===== config.mk =====
export PLATFORM = sky130hd
export DESIGN_NAME = otter_divider
export DESIGN_NICKNAME = d
export VERILOG_FILES = /design/src/rtl/otter_pkg.sv /design/src/rtl/div_step.sv /design/src/rtl/otter_divider.sv
export SDC_FILE = /design/constraint.sdc
export NUM_CORES = 1
export LEC_CHECK = 0
export CORE_UTILIZATION = 54
export CTS_BUF_LIST = sky130_fd_sc_hd__clkbuf_8
export DETAILED_ROUTE_END_ITERATION = 16
export PLACE_DENSITY_LB_ADDON = 0.25
export SLEW_MARGIN = 20
export SYNTH_ARGS = -nofsm -noshare
export SYNTH_HDL_FRONTEND = slang
export SYNTH_SLANG_ARGS = --single-unit

===== constraint.sdc =====
create_clock -name CLK -period 3.01 [get_ports CLK]
set_clock_uncertainty 0.2 [all_clocks]
set_input_delay 0.301 -clock CLK [delete_from_list [all_inputs] [get_ports CLK]]
set_output_delay 0.301 -clock CLK [all_outputs]
set_load 0.005 [all_outputs]

===== src/rtl/otter_pkg.sv =====
// Shared OTTER definitions: divide/remainder opcodes, divider state encoding and
// the special-case result constants.
package otter_pkg;

    localparam logic [1:0] DIV_OP  = 2'b00;
    localparam logic [1:0] DIVU_OP = 2'b01;
    localparam logic [1:0] REM_OP  = 2'b10;
    localparam logic [1:0] REMU_OP = 2'b11;

    typedef enum logic [1:0] {
        ST_IDLE = 2'b00,
        ST_CALC = 2'b01,
        ST_FIX  = 2'b10,
        ST_DONE = 2'b11
    } div_state_t;

    localparam logic [31:0] DIV_ZERO_Q = 32'hFFFF_FFFF;
    localparam logic [31:0] INT_MIN    = 32'h8000_0000;

endpackage


===== src/rtl/div_step.sv =====
// One radix-2 restoring iteration: shift {rem,quo} left, trial-subtract the
// divisor from the upper WIDTH+1 bits, keep or restore.
module div_step #(
    parameter int WIDTH = 32
) (
    input  logic [WIDTH-1:0] rem,
    input  logic [WIDTH-1:0] quo,
    input  logic [WIDTH-1:0] divisor,
    output logic [WIDTH-1:0] rem_next,
    output logic [WIDTH-1:0] quo_next
);

    logic [WIDTH:0] shifted;
    logic [WIDTH:0] trial;

    always_comb begin
        shifted = {rem, quo[WIDTH-1]};
        trial   = shifted - {1'b0, divisor};
        // shifted < 2*divisor, so the restore path always has shifted[WIDTH]=0
        if (!trial[WIDTH]) begin
            rem_next = trial[WIDTH-1:0];
            quo_next = {quo[WIDTH-2:0], 1'b1};
        end else begin
            rem_next = shifted[WIDTH-1:0];
            quo_next = {quo[WIDTH-2:0], 1'b0};
        end
    end

endmodule


===== src/rtl/otter_divider.sv =====
// Multi-cycle RV32M DIV/DIVU/REM/REMU unit: restoring divide on magnitudes
// followed by a sign-fixup cycle, with a start/busy/done handshake.
//
// state | meaning
// IDLE  | waiting for start; operands latched on acceptance
// CALC  | one shift/trial-subtract iteration per cycle, WIDTH cycles
// FIX   | apply signs or special-case values, write result
// DONE  | done pulse for one cycle, then back to IDLE
module otter_divider
    import otter_pkg::*;
#(
    parameter int WIDTH = 32
) (
    input  logic             CLK,
    input  logic             RST,
    input  logic             start,
    input  logic [WIDTH-1:0] A,
    input  logic [WIDTH-1:0] B,
    input  logic [1:0]       div_fun,
    output logic [WIDTH-1:0] result,
    output logic             busy,
    output logic             done
);

    localparam int CW = $clog2(WIDTH);
    localparam logic [CW-1:0] LAST_ITER = CW'(WIDTH - 1);

    div_state_t       state_q, state_d;
    logic [WIDTH-1:0] rem_q, rem_d;
    logic [WIDTH-1:0] quo_q, quo_d;
    logic [WIDTH-1:0] divisor_q, divisor_d;
    logic [CW-1:0]    count_q, count_d;
    logic [1:0]       fun_q, fun_d;
    logic             quo_neg_q, quo_neg_d;
    logic             rem_neg_q, rem_neg_d;
    logic             special_q, special_d;
    logic [WIDTH-1:0] result_q, result_d;
    logic             busy_q, busy_d;
    logic             done_q, done_d;

    logic [WIDTH-1:0] step_rem, step_quo;
    logic             in_signed, is_rem;
    logic [WIDTH-1:0] a_mag, b_mag;

    div_step #(.WIDTH(WIDTH)) u_div_step (
        .rem      (rem_q),
        .quo      (quo_q),
        .divisor  (divisor_q),
        .rem_next (step_rem),
        .quo_next (step_quo)
    );

    always_comb begin
        in_signed = (div_fun == DIV_OP) || (div_fun == REM_OP);
        a_mag     = (in_signed && A[WIDTH-1]) ? -A : A;
        b_mag     = (in_signed && B[WIDTH-1]) ? -B : B;
        is_rem    = (fun_q == REM_OP) || (fun_q == REMU_OP);

        state_d   = state_q;
        rem_d     = rem_q;
        quo_d     = quo_q;
        divisor_d = divisor_q;
        count_d   = count_q;
        fun_d     = fun_q;
        quo_neg_d = quo_neg_q;
        rem_neg_d = rem_neg_q;
        special_d = special_q;
        result_d  = result_q;
        busy_d    = 1'b0;
        done_d    = 1'b0;

        case (state_q)
            ST_IDLE: begin
                if (start) begin
                    fun_d     = div_fun;
                    divisor_d = b_mag;
                    quo_neg_d = in_signed && (A[WIDTH-1] ^ B[WIDTH-1]);
                    rem_neg_d = in_signed && A[WIDTH-1];
                    rem_d     = '0;
                    count_d   = '0;
                    busy_d    = 1'b1;
                    if ((B == '0) || (in_signed && (A == INT_MIN) && (B == DIV_ZERO_Q))) begin
                        // raw A is kept in quo so REM/REMU by zero can return it
                        special_d = 1'b1;
                        quo_d     = A;
                        state_d   = ST_FIX;
                    end else begin
                        special_d = 1'b0;
                        quo_d     = a_mag;
                        state_d   = ST_CALC;
                    end
                end
            end
            ST_CALC: begin
                rem_d   = step_rem;
                quo_d   = step_quo;
                count_d = count_q + 1'b1;
                busy_d  = 1'b1;
                if (count_q == LAST_ITER) begin
                    state_d = ST_FIX;
                end
            end
            ST_FIX: begin
                if (special_q) begin
                    // a zero stored magnitude means divide-by-zero, else overflow
                    if (divisor_q == '0) begin
                        result_d = is_rem ? quo_q : DIV_ZERO_Q;
                    end else begin
                        result_d = is_rem ? '0 : INT_MIN;
                    end
                end else if (is_rem) begin
                    result_d = rem_neg_q ? -rem_q : rem_q;
                end else begin
                    result_d = quo_neg_q ? -quo_q : quo_q;
                end
                done_d  = 1'b1;
                state_d = ST_DONE;
            end
            ST_DONE: begin
                state_d = ST_IDLE;
            end
            default: begin
                state_d = ST_IDLE;
            end
        endcase
    end

    always_ff @(posedge CLK) begin
        if (RST) begin
            state_q   <= ST_IDLE;
            rem_q     <= '0;
            quo_q     <= '0;
            divisor_q <= '0;
            count_q   <= '0;
            fun_q     <= '0;
            quo_neg_q <= 1'b0;
            rem_neg_q <= 1'b0;
            special_q <= 1'b0;
            result_q  <= '0;
            busy_q    <= 1'b0;
            done_q    <= 1'b0;
        end else begin
            state_q   <= state_d;
            rem_q     <= rem_d;
            quo_q     <= quo_d;
            divisor_q <= divisor_d;
            count_q   <= count_d;
            fun_q     <= fun_d;
            quo_neg_q <= quo_neg_d;
            rem_neg_q <= rem_neg_d;
            special_q <= special_d;
            result_q  <= result_d;
            busy_q    <= busy_d;
            done_q    <= done_d;
        end
    end

    assign result = result_q;
    assign busy   = busy_q;
    assign done   = done_q;

endmodule

-- Word level (Yosys, flattened, before mapping)
Index checks and enable logic that the tools add are counted.
- reduce and logical (&&, ||, !) cells: 16
- bitwise logic cells: 1
- $add $sub $neg: 6
- multiplexer cells: 26
- eq/ne operators: 11
- operator list (cell ; count):
    2-to-1 mux 32 bit ; 13
    negator 32 bit ; 4
    case mux 32 bit (2 select lines) ; 2
    == test 32 bit, second input constant ; 2
    logical NOT 32 bit ; 2
    subtractor 33 x 32 -> 33 bit ; 1
    == test 2 bit, second input constant ; 5
    case mux 5 bit (2 select lines) ; 1
    case mux 2 bit (4 select lines) ; 1
    2-to-1 mux 2 bit ; 3
    AND reduction 2 bit ; 3
    adder 5 x 1 -> 5 bit, second input constant ; 1
    == test 5 bit, second input constant ; 1
    logical AND 1 bit ; 5
    2-to-1 mux 5 bit ; 1
    logical NOT 2 bit ; 2
    2-to-1 mux 1 bit ; 4
    != test 2 bit, second input constant ; 2
    logical OR 1 bit ; 3
    == test 2 x 1 -> 1 bit, second input constant ; 1
    case mux 1 bit (2 select lines) ; 1
    nonzero test 2 bit ; 1
    bitwise XOR 1 bit ; 1
- output and inout bits: 34
- bits of input ports: 69
- word-level logic and storage cells: 72
- register bits: 142

-- Longest topological paths before layout
Gate-level depths: netlist (run 1).
- depth in word-level cells: 8
- gate-level depth with buffers: 13
- gate-level depth less buffers: 12

-- Hierarchy
From an unflattened synthesis (run 1), not the netlist that was laid out.
- cell total of the unflattened synthesis: 1640
- area total of the unflattened synthesis: 11970.2 sq um
- modules (own cells, without submodules) (module ; instances ; cells each ; sequential area each (sq um) ; area each (sq um)):
    otter_divider ; 1 ; 1298 ; 2822.7 ; 9481.6
    div_step ; 1 ; 342 ; 0.0 ; 2488.6

-- Least setup slack after synthesis (run 1)
No wires, ideal clock.
- path type: reg-to-reg
- start: register quo_q[31]
- end: register rem_q[14]
- period minus slack after synthesis: 3.123 ns
- stages on the path, launching flop included: 13
- path buffers: 1
- library setup time: 0.116 ns
- arrival: 2.807 ns
- data required time: 2.694 ns
- setup slack: -0.113 ns
- cell sequence: dfxtp_1 inv_1 ha_1 fa_1 nor2b_1 o2111ai_1 a311oi_1 o31ai_1 nand3_1 xor2_1 clkbuf_1 o21ai_0 a31o_2
- longest elaborated chain between the ends: 3
- ends and longest elaborated chain (what ; RTL line ; source):
    from (decl) ; otter_divider.sv:30 ; logic [WIDTH-1:0] quo_q, quo_d;
    from (signal assigned) ; otter_divider.sv:145 ; quo_q <= quo_d;
    subtractor 33 x 32 -> 33 bit ; div_step.sv:18 ; trial = shifted - {1'b0, divisor};
    2-to-1 mux 32 bit ; div_step.sv:20 ; if (!trial[WIDTH]) begin
    case mux 32 bit (2 select lines) ; otter_divider.sv:72 ; case (state_q)
    to (signal assigned) ; otter_divider.sv:144 ; rem_q <= rem_d;
    to (decl) ; otter_divider.sv:29 ; logic [WIDTH-1:0] rem_q, rem_d;
Every way passes these cells.
A chain may end at the register's enable or synchronous reset.

-- Worst setup path after layout (run 1)
- start: register rem_q[9]
- end: register result_q[29], in the netlist result[29]
- longest elaborated chain between the ends: 4
- ends and longest elaborated chain (what ; RTL line ; source):
    negator 32 bit ; otter_divider.sv:112 ; result_d = rem_neg_q ? -rem_q : rem_q;
    2-to-1 mux 32 bit ; otter_divider.sv:112 ;
    2-to-1 mux 32 bit ; otter_divider.sv:111 ; end else if (is_rem) begin
    2-to-1 mux 32 bit ; otter_divider.sv:104 ; if (special_q) begin
    to (signal assigned) ; otter_divider.sv:152 ; result_q <= result_d;
    to (decl) ; otter_divider.sv:37 ; logic [WIDTH-1:0] result_q, result_d;
Every way passes these cells.

==> reports/results.txt, run 1 <==
Critical Path AT -> 3.23 ns
Clk_lat worst skew -> 0.46 ns
DP HPWL -> 26380 um
Synth Register Bits -> 141
Antenna Violating Nets Remaining -> 0
Die footprint -> 0.02010 sq mm
IO Pins -> 103
Crit-path slowest cell -> or4_4
Input/output buffers -> 102
Critical path type -> reg2reg
First-pass GRT wire length -> 54410 um
Mapped cell area -> 0.01055 sq mm
Bufs and invs on worst path -> 0
Die height -> 141.8 um
Syn Area/Cell -> 7.299 sq um
Worst slew pin tran -> 0.8339 ns
Antenna violations before repair -> 0
Leakage power -> 5.748 nW
Ys Warns -> 0
Inst Count DP -> 1927
Final min period -> 3.044 ns
Post-route design area -> 0.01427 sq mm
Finish-stage setup viols -> 5
Vias in the first global route -> 10743
Clock Pin Slew Worst Setup and Hold Paths -> 0.09 ns
Failing checks -> negative setup slack
RSZ-0062 raised after global routing -> yes
TritonCTS clock tree -> yes
Max Cap Violations -> 0
Status -> finished, violations left
FFs w/ async S/R, synth -> 0%
P&R area growth vs syn -> 35.26%
Cell variety after synth -> 72
# DRC -> 0
Period Utilization, post-route -> 101.1%
FILL cells -> 1472
Endpoints failing hold -> 0
Via count -> 12028
Most area-consuming cells after synthesis -> dfxtp_1 (27%), nand2_1 (7.1%), xor2_1 (6.5%), a21oi_1 (5.4%), ha_1 (5.0%)
Cell taking the most area after synthesis -> dfxtp_1
DR pass1 iterations -> 6
Final wirelength -> 35590 um
Final Net Count -> 1815
Max-slew violations -> 0
Overflow after GRT -> 0
WL/cell -> 18.01 um
Die Wd -> 141.8 um
CTS sink cnt -> 141
Core Region -> 0.01896 sq mm
Post-synth EDFFs -> 0
Setup crit start kind -> flop
Worst hold path class -> reg2reg
Rel. slew slack -> 44.20%
Worst path cell trace -> or4_4, nor3_4, or3b_4, or3_4, or2_4, o41ai_4, xnor2_1, o22ai_2, o21ai_1
Crit path max-delay family -> simple AND/OR/NAND/NOR gates
Post-synth top flop -> dfxtp_1
Critical Path Max Stage Delay -> 0.54 ns
Fmax -> 328.6 MHz
Clk root buf -> clkbuf_8
DRT iter0 DRCs -> 1175
H-tree levels -> 4
CP Capture Type -> flop
Layout cells sized above 1 -> 21.68%
Tot Pwr -> 9.083 mW
VDD IR max -> 0.0005904 V
Total Neg Setup Slack -> -0.1202 ns
CTS Buf Count -> 17
Clk buf depth -> 2
Vias per cell -> 6.087
Area share of the largest cell type after synthesis -> 26.76%
Req. time, crit path -> 3.20 ns
Setup ws final -> -0.03361 ns
FP Rows -> 50
# diodes -> 0
Cells after Synth -> 1445
Initial Util -> 55.64%
Largest net degree at the start of global routing -> 61
Total track usage -> 34.28%
Register area share after synthesis -> 26.76%
PwrDens -> 636.7 mW/mm^2
Fin cells -> 1976
Critical path peak fanout -> 5
Synth Net Count -> 1557
Placed inst area -> 0.01323 sq mm
Gp weighted congestion -> 0.9643
[per-layer routing]
layer  vias up  GRT usage [%]  wire, um
li1       5713              -         -
met1      5567          47.33     15450
met2       638          52.81     15830
met3       110          6.311      3084
met4         0          13.24      1220
met5         -              0         0
[synth_stat cells (3+ instances only)]
master,n
nor2b_1,14
or3_1,20
nor3_1,28
ha_1,42
a21oi_1,114
a31oi_1,36
buf_2,6
o211ai_1,21
or4_1,12
a21o_1,14
nand2_1,200
dfxtp_1,141
nand2b_1,8
a211oi_1,31
mux2i_1,22
clkbuf_1,84
a22o_1,14
a221oi_1,4
and2_1,7
nor4_1,26
o221ai_1,5
inv_1,54
or2_2,6
nand3b_1,3
o21a_1,5
o22ai_1,8
a21boi_0,3
o21ai_1,4
o31a_1,3
o2111ai_1,3
o31ai_1,17
and3_1,6
nand4_1,15
o21ai_0,91
xnor2_1,60
buf_1,6
nor3b_1,5
a311oi_1,10
xor2_1,78
nor2_1,124
o41ai_1,12
nand3_1,44
[path summary, 6_finish.rpt]
| kind | start | cells after the start | slack [ns] | end |
|---|---|---|---|---|
| worst max-delay path | rem_q[9] | 9 | -0.03 | result[29] |
| worst min-delay path | result[4] | 2 | 0.24 | result[4] |
| worst max register to register | rem_q[9] | 9 | -0.03 | result[29] |
| worst min register to register | result[4] | 2 | 0.24 | result[4] |
[worst reg2reg max path: cells and delay by family, from the launching register on]
kind | cells | cell delay [ns]
AOI/OAI and AO/OA | 3 | 0.43
xor gates and xnor gates | 1 | 0.18
DFF | 1 | 0.38
and+or+nand+nor | 5 | 1.77
[final cells by class]
| type | instances | area (sq um) | share of cell area, % |
|---|---|---|---|
| Clock buffer | 17 | 234.0 | 1.640 |
| Sequential cell | 141 | 2850 | 19.98 |
| Inverter | 56 | 210.2 | 1.473 |
| Multi-Input combinational cell | 1152 | 7651 | 53.63 |
| Clock inverter | 15 | 123.9 | 0.8683 |
| Timing Repair Buffer | 335 | 2872 | 20.13 |
| Tap cell | 260 | 325.3 | 2.280 |
[layout by cell type (no fill, tap or decap), types with 6 or more instances in the layout]
cell type / count
nor4_1: 23
dfxtp_2: 10
nand2b_1: 8
o22ai_1: 8
xor2_1: 77
and3_1: 6
a31oi_1: 34
nand4_1: 15
dfxtp_1: 127
or3_1: 20
o21ai_1: 14
or2_2: 6
o41ai_1: 9
a211oi_1: 29
a21oi_2: 12
clkbuf_8: 17
a311oi_1: 7
ha_1: 33
a21oi_1: 101
xnor2_1: 57
nand3_1: 42
clkdlybuf4s50_1: 101
or4_1: 11
inv_1: 54
o21ai_0: 77
mux2i_1: 22
nand2_1: 198
nor2_1: 119
and2_1: 6
nor3_1: 26
ha_4: 6
buf_4: 218
o211ai_1: 21
o31ai_1: 14
a21o_1: 14
a22o_1: 14
nor2b_1: 11
buf_6: 7
[state kept, by name, summed over array words and instances, names as in the netlist]
name,count
state_q,2
quo_q,32
rem_neg_q,1
count_q,5
done,1
divisor_q,32
busy,1
rem_q,32
fun_q,1
special_q,1
result,32
quo_neg_q,1
[cell families after synthesis]
| logic type | synth area share (%) |
|---|---|
| and+or+nand+nor | 23.50 |
| adders and majority gates | 5.172 |
| muxes | 2.195 |
| DFF | 26.76 |
| AOI/OAI and AO/OA | 25.43 |
| xor gates and xnor gates | 11.46 |
| buffers and inverters | 5.480 |
[where the power goes]
group	switching (mW)	internal, mW	total (mW)	leakage (nW)
registers	0.372	2.21	2.58	1.16
logic	2.91	2.15	5.06	4.41
clock network	0.800	0.647	1.45	0.179
total	4.08	5.00	9.08	5.75
[repair_timing]
action / CTS / global route
gates resized for setup: 54 / 77
setup buffers: 4 / 12
endpoints found under the setup margin: 39 / 45
pin swaps: 15 / 28
gates cloned: 1 / 1
endpoints found under the hold margin: 1 / 0
hold buffers: 1 / 0
[per-stage QoR]
stage	hold slack, ns	utilization [%]	setup WS, ns
floorplan	0.2027	-	-0.01484
global placement	0.2231	69.77	-0.1410
detailed placement	0.2330	69.81	-0.2028
CTS	0.2435	73.29	-0.02981
global route	0.2635	75.26	-0.1573
finish	0.2397	75.26	-0.03361
Note: power is estimated with default switching activity, not from simulation.
==> run 2: changes to the inputs <==
SKIP_CTS_REPAIR_TIMING = 1   (was unset)
TNS_END_PERCENT = 30   (was unset)
==> reports/results.txt, run 2 (synthesis gave the netlist of run 1 again) <==
Status -> finished, violations left
Failing checks -> negative setup slack
Final wirelength -> 35840 um (+0.70%)
Max-slew violations -> 0 (unchanged)
Antenna violations before repair -> 0 (unchanged)
# diodes -> 0 (unchanged)
Gp weighted congestion -> 0.9876 (+2.4%)
Die footprint -> 0.02010 sq mm (unchanged)
Initial Util -> 55.64% (unchanged)
Clock Pin Slew Worst Setup and Hold Paths -> 0.09 ns (about the same)
Most frequent cells in the layout -> buf_4 (211), nand2_1 (199), dfxtp_1 (121)
Finish-stage setup viols -> 29 (+24)
Reg2reg setup slack -> -0.11 ns (-0.08 ns)
Pre-CTS setup slack -> -0.2597 ns (-0.05696 ns)
Via count -> 12045 (+0.14%)
CTS sink cnt -> 141 (unchanged)
WL met2 -> 15950 um (+0.71%)
Critical path peak fanout -> 5 (unchanged)
Fin Hold WS -> 0.2396 ns (-0.0001160 ns)
Req. time, crit path -> 3.20 ns (about the same)
Total track usage -> 34.29% (about the same)
Endpoints failing hold -> 0 (unchanged)
P&R area growth vs syn -> 35.31% (about the same)
Die Wd -> 141.8 um (unchanged)
Max Cap Violations -> 0 (unchanged)
Period Utilization, post-route -> 103.8% (+2.7 points)
# DRC -> 0 (unchanged)
Clk buf depth -> 2 (unchanged)
Clk root buf -> clkbuf_8
Commonest non-fill, non-tap cell in the layout -> buf_4
VDD IR max -> 0.0006970 V (+18%)
Worst hold path class -> reg2reg
Rel. slew slack -> 43.84% (-0.36 points)
Worst slew pin tran -> 0.8393 ns (+0.005368 ns)
WL met3 -> 3434 um (+11%)
Tot Pwr -> 9.117 mW (+0.37%)
Final design utilization -> 75.29% (about the same)
Overflow after GRT -> 0 (unchanged)
DRT iter0 DRCs -> 1461 (+24%)
Setup crit start kind -> flop
Fmax -> 320.1 MHz (-2.6%)
FP Rows -> 50 (unchanged)
RSZ-0062 raised after global routing -> yes
First-pass GRT wire length -> 54370 um (about the same)
DR pass1 iterations -> 8 (+2)
WL/cell -> 18.22 um (+1.2%)
Final Net Count -> 1806 (-0.50%)
Core Region -> 0.01896 sq mm (unchanged)
Highest routing layer actually used -> met4
Leakage power -> 5.710 nW (-0.66%)
TritonCTS clock tree -> yes
PwrDens -> 638.8 mW/mm^2 (+0.33%)
CP Capture Type -> flop
Layout cells sized above 1 -> 22.03% (+0.35 points)
CTS Buf Count -> 17 (unchanged)
Input/output buffers -> 102 (unchanged)
Setup ws final -> -0.1145 ns (-0.08085 ns)
Largest net degree at the start of global routing -> 61 (unchanged)
IO Pins -> 103 (unchanged)
WL met1 -> 15130 um (-2.1%)
Vias in the first global route -> 10765 (+0.20%)
Vias per cell -> 6.124 (+0.60%)
DP HPWL -> 26620 um (+0.92%)
Antenna Violating Nets Remaining -> 0 (unchanged)
Clk_lat worst skew -> 0.46 ns (about the same)
Die height -> 141.8 um (unchanged)
Critical path type -> reg2reg
Final min period -> 3.124 ns (+0.08085 ns)
H-tree levels -> 4 (unchanged)
Critical Path AT -> 3.32 ns (+0.09 ns)
[run 2: cell types whose count changed in the layout (fill, tap and decap cells not counted), sizes merged]
cell	change
inv	-2
clkbuf	+5
clkinvlp	-2
clkinv	+1
bufinv	-1
buf	-10
[run 2: per-layer routing]
| metal | up-vias | GRT usage [%] |
|---|---|---|
| li1 | 5681 | - |
| met1 | 5614 | 47.69 |
| met2 | 648 | 53.15 |
| met3 | 102 | 5.771 |
| met4 | 0 | 12.45 |
| met5 | - | 0 |
[run 2: path summary, 6_finish.rpt]
path / from / to / cells after the start
worst max register to register: rem_q[12] / result[29] / 9
worst min-delay path: result[4] / result[4] / 2
worst min register to register: result[4] / result[4] / 2
worst max-delay path: rem_q[12] / result[29] / 9
[run 2: final cells by class]
type                    count  area (sq um)
flip-flops and latches    141          2848
multi-input cells        1152          7700
repair buffers            326          2819
fillers                  1458          4683
well taps                 260         325.3
inverters                  56         210.2
clock buffers              21         289.0
clock inverters            11         81.33
[run 2: per-stage QoR]
step / instances / instance area (sq um) / TNS (ns)
global route: 1967 / 14270 / -4.229
detailed placement: 1927 / 13230 / -9.865
floorplan: 1445 / 10570 / -0.05026
global placement: 1927 / 13230 / -5.681
CTS: 1959 / 13600 / -7.192
finish: 1967 / 14270 / -1.132
[run 2: where the power goes]
group / internal [mW] / switching (mW)
Clock: 0.665 / 0.826
Sequential: 2.21 / 0.384
Combinational: 2.12 / 2.91
[run 2: worst max-delay path, stage by stage, from the launching register on]
cell and delay (ns):
dfxtp_2 0.37, nor4_1 0.47, or2b_1 0.29, or3b_4 0.40, or3_4 0.41, or2_4 0.28
o41ai_4 0.22, xnor2_1 0.18, o22ai_2 0.09, o21ai_1 0.15
==> run 3: changes to the inputs <==
REMOVE_ABC_BUFFERS = 1   (was unset)
==> reports/results.txt, run 3 (synthesis gave the netlist of run 1 again) <==
Critical Path AT -> 3.29 ns (-0.03 ns)
# diodes -> 0 (unchanged)
Most frequent cells in the layout -> buf_4 (207), nand2_1 (198), dfxtp_1 (134)
Max Cap Violations -> 0 (unchanged)
CP Capture Type -> flop
First-pass GRT wire length -> 53760 um (-1.1%)
Clk_lat worst skew -> 0.49 ns (+0.03 ns)
Period Utilization, post-route -> 104.1% (+0.31 points)
Leakage power -> 5.709 nW (about the same)
FILL cells -> 1403 (-3.8%)
Rel. slew slack -> 47.55% (+3.7 points)
Endpoints failing hold -> 0 (unchanged)
Crit path max-delay family -> compound AO/OA/AOI/OAI gates
Antenna Violating Nets Remaining -> 0 (unchanged)
TritonCTS clock tree -> yes
H-tree levels -> 4 (unchanged)
Finish-stage setup viols -> 21 (-28%)
DP HPWL -> 26030 um (-2.2%)
Status -> finished, violations left
Commonest non-fill, non-tap cell in the layout -> buf_4
Via count -> 11879 (-1.4%)
Worst hold path class -> in2reg
# DRC -> 0 (unchanged)
Clock Pin Slew Worst Setup and Hold Paths -> 0.08 ns (about the same)
PwrDens -> 647.3 mW/mm^2 (+1.3%)
Max-slew violations -> 0 (unchanged)
CP dominant cell by count -> buf_12
Total track usage -> 33.75% (-0.54 points)
VDD IR max -> 0.0006001 V (-14%)
Req. time, crit path -> 3.17 ns (-0.03 ns)
IO Pins -> 103 (unchanged)
WHS Path Cells -> 2 (unchanged)
Gp weighted congestion -> 0.9551 (-3.3%)
Initial Util -> 55.64% (unchanged)
Fmax -> 319.1 MHz (-0.30%)
Layout cells sized above 1 -> 20.18% (-1.9 points)
Stages on worst setup path -> 11 (+2)
Largest net degree at the start of global routing -> 67 (+9.8%)
DR pass1 iterations -> 7 (-1)
Final wirelength -> 34890 um (-2.7%)
Inst Count DP -> 1925 (-0.10%)
Vias in the first global route -> 10830 (+0.60%)
Bufs and invs on worst path -> 2 (+2)
Total Neg Setup Slack -> -1.121 ns (+0.01154 ns)
Crit-path slowest cell -> dfxtp_1
Critical Path Max Stage Delay -> 0.47 ns (about the same)
Setup ws final -> -0.1239 ns (-0.009459 ns)
Die height -> 141.8 um (unchanged)
Vias per cell -> 6.061 (-1.0%)
P&R area growth vs syn -> 33.93%
Final Net Count -> 1800 (-0.33%)
Clk root buf -> clkbuf_8
Critical path peak fanout -> 7 (+2)
Reg2reg path depth -> 11 (+2)
RSZ-0062 raised after global routing -> yes
DRT iter0 DRCs -> 1033 (-29%)
FP Rows -> 50 (unchanged)
Final min period -> 3.134 ns (+0.009459 ns)
Core Region -> 0.01896 sq mm (unchanged)
Worst slew pin tran -> 0.7866 ns (-0.05268 ns)
Placed inst area -> 0.01320 sq mm (-0.22%)
Die footprint -> 0.02010 sq mm (unchanged)
Input/output buffers -> 102 (unchanged)
Worst path cell trace -> ha_4, or2_2, and2_1, o21a_1, o31ai_2, nand3_2, xor2_4, buf_12, buf_12, mux2i_1, o21ai_1
Fin cells -> 1960 (-0.36%)
WL/cell -> 17.80 um (-2.3%)
Die Wd -> 141.8 um (unchanged)
Final design utilization -> 74.52% (-0.77 points)
CTS sink cnt -> 141 (unchanged)
Failing checks -> negative setup slack
Clk buf depth -> 2 (unchanged)
Setup crit start kind -> flop
Critical path type -> reg2reg
Post-route design area -> 0.01413 sq mm (-1.0%)
Overflow after GRT -> 0 (unchanged)
CTS Buf Count -> 17 (unchanged)
Antenna violations before repair -> 0 (unchanged)
-- run 3: cell count changes in the layout (fill, tap and decap cells not counted), sizes merged --
cell	previous run	this run
bufinv	0	3
inv	58	55
clkinv	6	8
clkinvlp	3	1
dlygate4sd3	1	0
buf	223	217
-- run 3: per-layer routing --
layer / vias up / GRT usage [%] / share of wire, %
met4: 0 / 15.73 / 3.9
met1: 5518 / 45.71 / 43
met3: 104 / 6.345 / 9.1
met2: 586 / 51.72 / 44
li1: 5671 / - / -
met5: - / 0 / 0
-- run 3: layout make-up --
| class | instances | area [sq um] | area share [%] |
|---|---|---|---|
| multi-input combinational | 1152 | 7560 | 53.52 |
| sequential | 141 | 2831 | 20.04 |
| timing repair buffer | 320 | 2781 | 19.69 |
| tap | 260 | 325.3 | 2.303 |
| clock buffer | 20 | 275.3 | 1.949 |
| inverter | 56 | 210.2 | 1.488 |
| clock inverter | 11 | 142.6 | 1.010 |
-- run 3: metrics by stage --
stage	power (mW)	setup slack (ns)	hold slack (ns)
after floorplan	5.166	-1.789	0.1701
after global placement	6.994	-0.1441	0.2261
after detailed placement	7.086	-0.2655	0.2388
after CTS	8.735	-0.3010	-0.005915
after global routing	9.637	-0.2739	0.04823
final	9.144	-0.1239	0.02294
-- run 3: worst reg2reg max path, delay by kind of cell (launching register included) --
kind,cells,cell delay (ns)
buf+inv,2,0.32
mux,1,0.22
xor+xnor,1,0.28
fa+ha+maj,1,0.26
flops,1,0.47
simple gates,3,0.62
compound gates,3,0.65
-- run 3: final timing paths --
path / from / to / slack (ns)
worst min register to register: result[3] / result[3] / 0.24
worst max register to register: rem_q[13] / rem_q[7] / -0.12
worst min-delay path: RST / result[2] / 0.02
worst max-delay path: rem_q[13] / rem_q[7] / -0.12
-- run 3: where the power goes --
part / internal, mW / total [mW] / leakage, nW / switching (mW)
sequential: 2.20 / 2.59 / 1.15 / 0.391
combinational: 2.08 / 4.88 / 4.34 / 2.80
clock: 0.876 / 1.67 / 0.216 / 0.791
total: 5.16 / 9.14 / 5.71 / 3.99
